--- src/rtl/coin_collector.sv ---
// coin_collector: per-level coin state tracker. Samples the player/coin
// overlap once per video frame, drives coin visibility, a one-cycle pickup
// pulse, the exit-enable flag and a saturating lifetime pickup count.
module coin_collector #(
    parameter int SYNC_STAGES = 2,
    parameter int TOTAL_W     = 8
) (
    input  logic               Clk,
    input  logic               Reset,
    input  logic               frame_clk,
    input  logic               Level1_Active,
    input  logic               Level2_Active,
    input  logic               Level3_Active,
    input  logic [9:0]         CoinX,
    input  logic [9:0]         CoinY,
    input  logic [9:0]         CoinS,
    input  logic [9:0]         PlayerX,
    input  logic [9:0]         PlayerY,
    input  logic [9:0]         PlayerS,
    input  logic               Player_Dead,
    output logic               Coin_Visible,
    output logic               Coin_Pickup,
    output logic               Exit_Enable,
    output logic [TOTAL_W-1:0] Coins_Total
);

    typedef enum logic [1:0] {
        HIDDEN    = 2'd0,
        ARMED     = 2'd1,
        COLLECTED = 2'd2
    } state_t;

    state_t                 state_q, state_d;
    logic                   pickup_d;
    logic [SYNC_STAGES-1:0] sync_q;
    logic                   prev_q;
    logic                   sync_out;
    logic                   frame_tick;
    logic [2:0]             level_vec, lvl_q;
    logic                   level_change;
    logic signed [10:0]     diff_x, diff_y;
    logic [10:0]            dx, dy, lim;
    logic                   overlap;

    assign sync_out     = sync_q[SYNC_STAGES-1];
    assign frame_tick   = sync_out & ~prev_q;
    assign level_vec    = {Level3_Active, Level2_Active, Level1_Active};
    assign level_change = (level_vec != lvl_q);

    // Box overlap on centre distance; the edge-touching case counts as a hit
    always_comb begin
        diff_x  = $signed({1'b0, PlayerX}) - $signed({1'b0, CoinX});
        diff_y  = $signed({1'b0, PlayerY}) - $signed({1'b0, CoinY});
        dx      = diff_x[10] ? $unsigned(-diff_x) : $unsigned(diff_x);
        dy      = diff_y[10] ? $unsigned(-diff_y) : $unsigned(diff_y);
        lim     = {1'b0, PlayerS} + {1'b0, CoinS};
        overlap = (dx <= lim) && (dy <= lim);
    end

    // frame_clk synchronizer chain plus edge-detect flop
    always_ff @(posedge Clk or posedge Reset) begin
        if (Reset) begin
            sync_q <= '0;
            prev_q <= 1'b0;
        end else begin
            sync_q <= {sync_q[SYNC_STAGES-2:0], frame_clk};
            prev_q <= sync_out;
        end
    end

    // Next-state selection, highest-priority rule first
    always_comb begin
        state_d  = state_q;
        pickup_d = 1'b0;
        if (level_vec == '0) begin
            state_d = HIDDEN;
        end else if (level_change) begin
            state_d = ARMED;
        end else if (state_q == COLLECTED && Player_Dead) begin
            state_d = ARMED;
        end else if (state_q == ARMED && frame_tick && overlap && !Player_Dead) begin
            state_d  = COLLECTED;
            pickup_d = 1'b1;
        end
    end

    // State, level history, pickup pulse and saturating pickup count
    always_ff @(posedge Clk or posedge Reset) begin
        if (Reset) begin
            state_q     <= HIDDEN;
            lvl_q       <= '0;
            Coin_Pickup <= 1'b0;
            Coins_Total <= '0;
        end else begin
            state_q     <= state_d;
            lvl_q       <= level_vec;
            Coin_Pickup <= pickup_d;
            if (Coin_Pickup && (Coins_Total != '1))
                Coins_Total <= Coins_Total + 1'b1;
        end
    end

    assign Coin_Visible = (state_q == ARMED);
    assign Exit_Enable  = (state_q == COLLECTED);

endmodule

--- config.mk ---
export PLATFORM = sky130hd
export DESIGN_NAME = coin_collector
export DESIGN_NICKNAME = d
export VERILOG_FILES = /design/src/rtl/coin_collector.sv
export SDC_FILE = /design/constraint.sdc
export NUM_CORES = 1
export LEC_CHECK = 0
export CAP_MARGIN = 30
export CELL_PAD_IN_SITES_DETAIL_PLACEMENT = 0
export CELL_PAD_IN_SITES_GLOBAL_PLACEMENT = 2
export CORE_MARGIN = 3
export CORE_UTILIZATION = 26
export DETAILED_ROUTE_END_ITERATION = 10
export PLACE_DENSITY = 0.9
export SLEW_MARGIN = 20
export SYNTH_ARGS = -nofsm -noshare
export SYNTH_HDL_FRONTEND = slang
export SYNTH_SLANG_ARGS = --single-unit
--- constraint.sdc ---
create_clock -name Clk -period 1.5 [get_ports Clk]
set_input_delay 0.225 -clock Clk [delete_from_list [all_inputs] [get_ports Clk]]
set_output_delay 0.225 -clock Clk [all_outputs]
set_load 0.02 [all_outputs]
# Word-level counts from Yosys, hierarchy flattened
# Index checks and enable logic that the tools add are counted.
# op_classes
n_addsub,6
eq_ne,4
bitwise,2
n_lt_le_gt_ge,2
mux,10
reduce_logical,9
# op_table
operator,n
less-or-equal comparator 11 bit,2
2-to-1 mux 11 bit,2
negator 11 bit,2
subtractor 10 x 10 -> 11 bit,2
adder 10 x 10 -> 11 bit,1
"adder 8 x 1 -> 8 bit, second input constant",1
2-to-1 mux 2 bit,4
"inequality test 8 bit, second input constant",1
logical AND 1 bit,6
2-to-1 mux 1 bit,4
nonzero test 4 bit,1
logical NOT 3 bit,1
inequality test 3 bit,1
"== test 2 x 1 -> 1 bit, second input constant",1
"== test 2 bit, second input constant",1
AND 1 bit,1
logical NOT 1 bit,1
inverter 1 bit,1
# word_totals
elab_cells,39
ff_bits,17

# Depth between registers and ports, before layout
# Gate-level depths: netlist (run 1).
# depth
depth_word,11
mapped_depth,19

# Least setup slack after synthesis (run 1)
# No wires, ideal clock.
# synth_path
path_kind,input to register
startpoint,input port PlayerY[0]
endpoint,register state_q[1]
required_time_ps,1423
setup_ps,77
setup_slack_ps,-2012
t_arrival_ps,3434
stages,19
cell_sequence,inv_1 ha_1 inv_1 fa_1 a211oi_2 o21ai_1 a31oi_1 o21bai_1 a21o_1 buf_6 a31oi_2 xnor2_1 ha_1 a21o_1 a21o_1 a211oi_1 o21ai_0 a211o_1 a21oi_1
# synth_between
elab_chain_len,8
# synth_rtl
item,line_no,text
"start, declared",18,"input logic [9:0] PlayerY,"
subtractor 10 x 10 -> 11 bit (*),53,"diff_y = $signed({1'b0, PlayerY}) - $signed({1'b0, CoinY});"
negator 11 bit,55,dy = diff_y[10] ? $unsigned(-diff_y) : $unsigned(diff_y);
2-to-1 mux 11 bit (*),55,
less-or-equal comparator 11 bit (*),57,overlap = (dx <= lim) && (dy <= lim);
logical AND 1 bit (*),57,
logical AND 1 bit (*) (2 in series),81,end else if (state_q == ARMED && frame_tick && overlap && !Player_Dead) begin
nonzero test 4 bit (no source line) (*),-,
"end signal, assigned",95,state_q <= state_d;
"end, declared",33,"state_t state_q, state_d;"
# Mark *: on every way between the ends. The rest lies on a longest branch, timed or not.
# A chain may end at the register's enable or synchronous reset.

# Worst setup path in the final report (run 1)
# layout_path
startpoint,input port PlayerX[0]
endpoint,register state_q[1]
# layout_between
elab_chain_len,8
# layout_rtl
item,line_no,text
"start, declared",17,"input logic [9:0] PlayerX,"
subtractor 10 x 10 -> 11 bit (*),52,"diff_x = $signed({1'b0, PlayerX}) - $signed({1'b0, CoinX});"
negator 11 bit,54,dx = diff_x[10] ? $unsigned(-diff_x) : $unsigned(diff_x);
2-to-1 mux 11 bit (*),54,
less-or-equal comparator 11 bit (*),57,
logical AND 1 bit (*),57,
logical AND 1 bit (*) (2 in series),81,
nonzero test 4 bit (no source line) (*),-,
# Marks and branches as above.

==> results of run 1 <==
## cell families after synthesis
kind of cell	Yosys count
simple gates	95
mux	3
compound gates	87
buf+inv	41
flops	17
xor+xnor	49
fa+ha+maj	58
## cell type report
class,count,area [sq um]
Fill cell,1006,5280
Sequential cell,17,432
Clock buffer,4,45.0
Tap cell,136,170
Multi-Input combinational cell,292,2840
Timing Repair Buffer,196,1640
Inverter,37,154
## sequential cells by signal, summed over array words and instances (netlist names)
| signal | cells |
|---|---|
| Coins_Total | 8 |
| lvl_q | 3 |
| state_q | 2 |
| sync_q | 2 |
| Coin_Pickup | 1 |
| prev_q | 1 |
## report_power, final
| part | leakage (nW) | internal (mW) | switching (mW) | total (mW) |
|---|---|---|---|---|
| clock network | 0.0228 | 0.189 | 0.158 | 0.346 |
| registers | 0.210 | 0.485 | 0.0153 | 0.500 |
| logic | 2.27 | 1.56 | 1.22 | 2.78 |
## path summary, 6_finish.rpt
check,start,to,slack (ps),cells after the start
min reg2reg,sync_q[0],sync_q[1],350,0
max in group asynchronous,Reset,sync_q[0],870,3
max,PlayerX[0],state_q[1],-1780,19
max reg2reg,Coins_Total[5],Coins_Total[1],30,4
min,Reset,Coins_Total[5],190,2
min in group Clk,sync_q[0],sync_q[1],350,0
## worst max-delay path: stages
cell and delay [ps]:
buf_6 90, inv_4 40, ha_4 130, inv_2 40, fa_2 400, a21oi_4 170
o21bai_1 100, xor2_1 190, nor3_1 200, buf_4 170, a31oi_4 90, xnor2_2 210
ha_1 280, a21o_1 190, a21o_1 160, a221oi_2 270, a22oi_2 100, a211o_1 270
a21oi_2 130
## layer usage
layer / up-vias / global-route usage (%) / wire length, microns
met5: - / 0 / 0
met4: 0 / 1.70 / 74
met3: 8 / 1.30 / 203
met2: 43 / 26.7 / 4670
met1: 1452 / 15.3 / 3370
li1: 1628 / - / -
## cells in the final DEF (no fill, tap or decap), types with 5 or more instances in the layout
master and count:
nand2_1 13, buf_6 6, a21oi_1 14, xnor2_1 25, clkdlybuf4s50_1 46, xor2_1 17, buf_4 115, nand3_1 5
a21oi_2 9, a21o_1 15, dfrtp_2 5, ha_4 12, nor2b_1 6, dfrtp_1 12, dlygate4sd2_1 24, nand4_1 6
o21ai_2 6, nor3_1 6, inv_1 26, nor2_1 28, ha_1 42, inv_2 9
## repair_timing
action	CTS	global route
endpoints found under the hold margin	0	0
setup endpoints to repair	15	9
buffers inserted	18	4
pin swaps	69	19
resized for setup	123	24
## stage by stage
stage                     setup WS, ps  power (mW)  instances  util, %  cell area [sq um]
after floorplan                  -1810        1.85        350        -               2960
after global placement           -2530        2.75        657     43.7               4610
after detailed placement         -2600        2.82        657     43.7               4610
after CTS                        -1800        3.52        678     48.7               5140
after global routing             -1990        3.96        682     50.0               5280
final                            -1780        3.63        682     50.0               5280
==> flow_summary.yaml, run 1 <==
synth:
  postSynthAreaPerCell_sq_um: 8.24
  async_flop_share_pct: 100
  yosys-top-cells-count: "ha_1, inv_1, xnor2_1"
  synth-adder-area-share_pct: 25.9
  synth-seq-cells: 17
  synth_area_leaders: "ha_1, dfrtp_1, xnor2_1, xor2_1, inv_1"
  syn_area_sq_um: 2890
  synth_top_family_by_area: "adder cells"
  yosysWarnings: 0
  synth-edff-count: 0
  muxShareOfSynthArea_pct: 1.17
  synthDistinctLibCells: 50
  postSynthCellCount: 350
  synthSimpleGateAreaFrac_pct: 17.2
  synth_fp_nets: 475
  synth.most_common_cell: "ha_1"
  seq_area_frac_synth_pct: 14.7
  synth_xor_area_share_pct: 14.9
  yosysTopAreaCell: "ha_1"
  yosysTopAreaCellShare_pct: 23.9
  synth-main-ff-cell: "dfrtp_1"
  synth_compound_area_share_pct: 20.4
status:
  status: "finished with violations"
  violations: "negative setup slack"
sta:
  setup-violations-final: 3
  fmax_ghz: 0.305
  hold_viol_final: 0
  final_max_slew_viol_count: 0
  clock_skew_ps: 1.12
  final.setup.tns_ps: -5250
  worstMarginPinSlew_ps: 311
  worst_hold_slack_ps: 186
  period_share_pct: 219
  rsz0062_at_grt: "true"
  fin_crit_ps: 3280
  slew_headroom_pct: 79.1
  setup_ws_ps: -1780
power:
  power_density_nw_per_um2: 687
  p_leak_nw: 2.50
  ir_worst_vdd_uv: 295
cts:
  cts_inserted_buffers: 3
  htree_levels: 1
  clk_path_buf_depth: 2
  clock_sinks: 17
  insertion_delay_ps: 250
  path_clk_slew_ps: 70
  cts-root-buf: "clkbuf_8"
  cts_hold_buf: 0
  cts_tree: "built"
floorplan:
  io_pins: 78
  die_w_microns: 111
  start_util_pct: 27.3
  core_sq_um: 10600
  dieArea_sq_um: 12400
  row_count: 37
  die_h_microns: 111
placement:
  place_congestion: 0.819
  io_buffers: 77
  dp_hpwl_mm: 6.59
min_path:
  min-delay-path-class: "in -> async"
route:
  routed-via-count: 3131
  ant_nets: 0
  drc: 0
  drtIter0Drc: 79
  routedWlPerCell_microns: 12.2
  vias_per_cell: 4.59
  drt-total-wl_mm: 8.31
  dr.pass1.iters: 4
finish:
  fin_nets: 672
  syn2layout_area_growth_pct: 83.0
  diodes: 0
  drive_gt1_share_pct: 41.4
grt:
  grt_pass1_vias: 3348
  grt_first_pass_wirelength_mm: 14.5
  grt-ovfl-total: 0
  track_usage_pct: 13.2
  antenna_found_initial: 0
  grt_max_degree: 13
critical_path:
  cp-start-kind: "primary input"
  cp.required_ps: 1690
  worstPathMaxFanout: 3
  worst_setup_path_end_kind: "register"
  critPathKind: "in -> reg"
  arrival_ps: 3470
run:
  maxCapViolations: 0
No activity file was read; power rests on OpenSTA's default activity.
==> run 2, diff against run 1 <==
--- a/config.mk
+++ b/config.mk
@@ -10,8 +10,10 @@
 export CELL_PAD_IN_SITES_GLOBAL_PLACEMENT = 2
 export CORE_MARGIN = 3
 export CORE_UTILIZATION = 26
+export CTS_BUF_LIST = sky130_fd_sc_hd__clkbuf_2
 export DETAILED_ROUTE_END_ITERATION = 10
 export PLACE_DENSITY = 0.9
+export REMOVE_ABC_BUFFERS = 1
 export SLEW_MARGIN = 20
 export SYNTH_ARGS = -nofsm -noshare
 export SYNTH_HDL_FRONTEND = slang
==> run 2 against run 1 <==
The flow still finishes with violations (negative setup slack). Sequential share of layout area down 0.35 points. Clock-buffer cell count decreased by 1. Clock skew barely moved. Core utilization grew 1.5 points.
==> flow_summary.yaml, run 2 (synthesized netlist as in run 1, its figures left out) <==
status:
  status: "finished with violations"
  violations: "negative setup slack"
sta:
  slew_headroom_pct: 74.6
  setup-violations-final: 3
  final_max_slew_viol_count: 0
  setup_ws_ps: -1800
  period_share_pct: 220
  hold_viol_final: 0
  fin_crit_ps: 3300
  rsz0062_at_grt: "true"
  worst_hold_slack_ps: 207
  clock_skew_ps: 1.04
  worstMarginPinSlew_ps: 381
  fmax_ghz: 0.303
floorplan:
  core_sq_um: 10600
  io_pins: 78
  row_count: 37
  dieArea_sq_um: 12400
  start_util_pct: 27.3
  die_w_microns: 111
  die_h_microns: 111
critical_path:
  r2r_cells: 5
  cp_cell_sequence: "buf_6 -> inv_4 -> ha_4 -> inv_2 -> fa_2 -> a211oi_4 -> buf_4 -> nor2_2 -> xnor2_2 -> and4_1 -> nor2b_4 -> a21oi_4 -> xnor2_2 -> ha_1 -> a21o_1 -> a21o_1 -> a21oi_2 -> o21ai_2 -> a211o_1 -> a21oi_1"
  cp-start-kind: "primary input"
  arrival_ps: 3550
  cp_slowest_stage_delay_ps: 380
  path_delay_family: "compound AO/OA/AOI/OAI gates"
  critPathSlowestCell: "fa_2"
  cp_num_cells: 20
  worst_setup_path_end_kind: "register"
  critPathKind: "in -> reg"
  worstPathMaxFanout: 3
  worst-path-buf-inv: 4
  rrSetupSlack_ps: 60
  cp.required_ps: 1750
power:
  p_int_mw: 2.20
  p_clk_share_pct: 5.8
  p_leak_nw: 2.56
  p_switching_mw: 1.49
  p_seq_share_pct: 13.5
  ir_worst_vdd_uv: 311
  combPwrFrac_pct: 80.7
  power_density_nw_per_um2: 679
  p_total_mw: 3.69
  swShare_pct: 40.5
cts:
  clock_sinks: 17
  insertion_delay_ps: 300
  clk_path_buf_depth: 2
  cts_inserted_buffers: 3
  cts-root-buf: "clkbuf_2"
  path_clk_slew_ps: 170
  cts_hold_buf: 0
  htree_levels: 1
  cts_tree: "built"
route:
  ant_nets: 0
  routed-via-count: 3172
  dr.pass1.iters: 4
  routedWlPerCell_microns: 12.6
  drtIter0Drc: 97
  vias_per_cell: 4.62
  drc: 0
  drt-total-wl_mm: 8.63
min_path:
  min-delay-path-class: "in -> async"
placement:
  place_congestion: 0.790
  dp_hpwl_mm: 6.35
  io_buffers: 77
finish:
  layout_common_cells: "buf_4, clkdlybuf4s50_1, ha_1, nor2_1, inv_1"
  syn2layout_area_growth_pct: 88.5
  regMostFlops: "Coins_Total"
  drive_gt1_share_pct: 46.3
  diodes: 0
  fin_nets: 677
  top_regs: "Coins_Total x8, lvl_q x3"
  final_common_cell: "buf_4"
  largest_reg_flops: 8
grt:
  grt_max_degree: 18
  antenna_found_initial: 0
  grt_first_pass_wirelength_mm: 14.2
  grt_pass1_vias: 3309
  track_usage_pct: 13.1
  grt-ovfl-total: 0
run:
  maxCapViolations: 0
-- run 2: cell types whose count changed in the layout (fill, tap and decap cells not counted), sizes merged --
cell	previous run	this run
dlygate4sd2	24	22
clkdlybuf4s15	0	2
buf	123	128
clkinvlp	0	1
clkbuf	5	7
clkdlybuf4s50	46	43
-- run 2: repair_timing --
| action | in CTS | in global routing |
|---|---|---|
| pin swaps | 78 | 55 |
| gates resized for setup | 146 | 58 |
| setup buffers | 28 | 7 |
| setup endpoints to repair | 17 | 8 |
-- run 2: layer usage --
layer  global-route usage (%)  wire (microns)  vias up  share of wire (%)
li1                         -               -     1643                  -
met1                     16.8            3880     1471                 45
met2                     24.1            4380       50                 51
met4                     1.70              65        0               0.75
met3                     1.47             306        8                3.5
met5                        0               0        -                  0
-- run 2: final timing paths --
path | startpoint | to
min in group Clk | frame_clk | sync_q[0]
min reg2reg | sync_q[0] | sync_q[1]
max in group asynchronous | Reset | Coins_Total[5]
max reg2reg | Coins_Total[3] | Coins_Total[0]
min | Reset | Coins_Total[1]
max | PlayerY[0] | state_q[1]
-- run 2: area by class of cell --
type	count	area [sq um]
Clock buffer	3	15.0
Clock inverter	1	7.51
Fill cell	936	5120
Inverter	37	144
Multi-Input combinational cell	292	3000
Sequential cell	17	425
Tap cell	136	170
Timing Repair Buffer	201	1680
-- run 2: power groups by stage --
stage	Sequential, mW	Combinational [mW]	Clock [mW]
after CTS	0.498	2.66	0.223
after detailed placement	0.507	2.21	0
final	0.498	2.98	0.214
after global routing	0.502	3.27	0.250
after floorplan	0.535	1.25	0
after global placement	0.505	2.16	0
-- run 2: metrics by stage --
stage,cell area [sq um],setup slack (ps),TNS [ps],std cells,util [%]
after floorplan,2860,-2020,-6290,346,-
after global placement,4490,-2600,-7560,651,42.6
after detailed placement,4490,-2680,-7760,651,42.6
after CTS,5120,-1730,-5100,680,48.5
after global routing,5440,-1900,-5550,687,51.5
final,5440,-1800,-5220,687,51.5
-- run 2: worst min-delay path, stage by stage --
cell and delay [ps]:
clkdlybuf4s50_1 390, inv_1 50, buf_4 240
==> run 3, diff against run 2 <==
--- a/config.mk
+++ b/config.mk
@@ -11,6 +11,7 @@
 export CORE_MARGIN = 3
 export CORE_UTILIZATION = 26
 export CTS_BUF_LIST = sky130_fd_sc_hd__clkbuf_2
+export CTS_CLUSTER_SIZE = 20
 export DETAILED_ROUTE_END_ITERATION = 10
 export PLACE_DENSITY = 0.9
 export REMOVE_ABC_BUFFERS = 1
==> results of run 3 <==
Same layout as run 2: the final DEF is identical, and so are final timing and power.
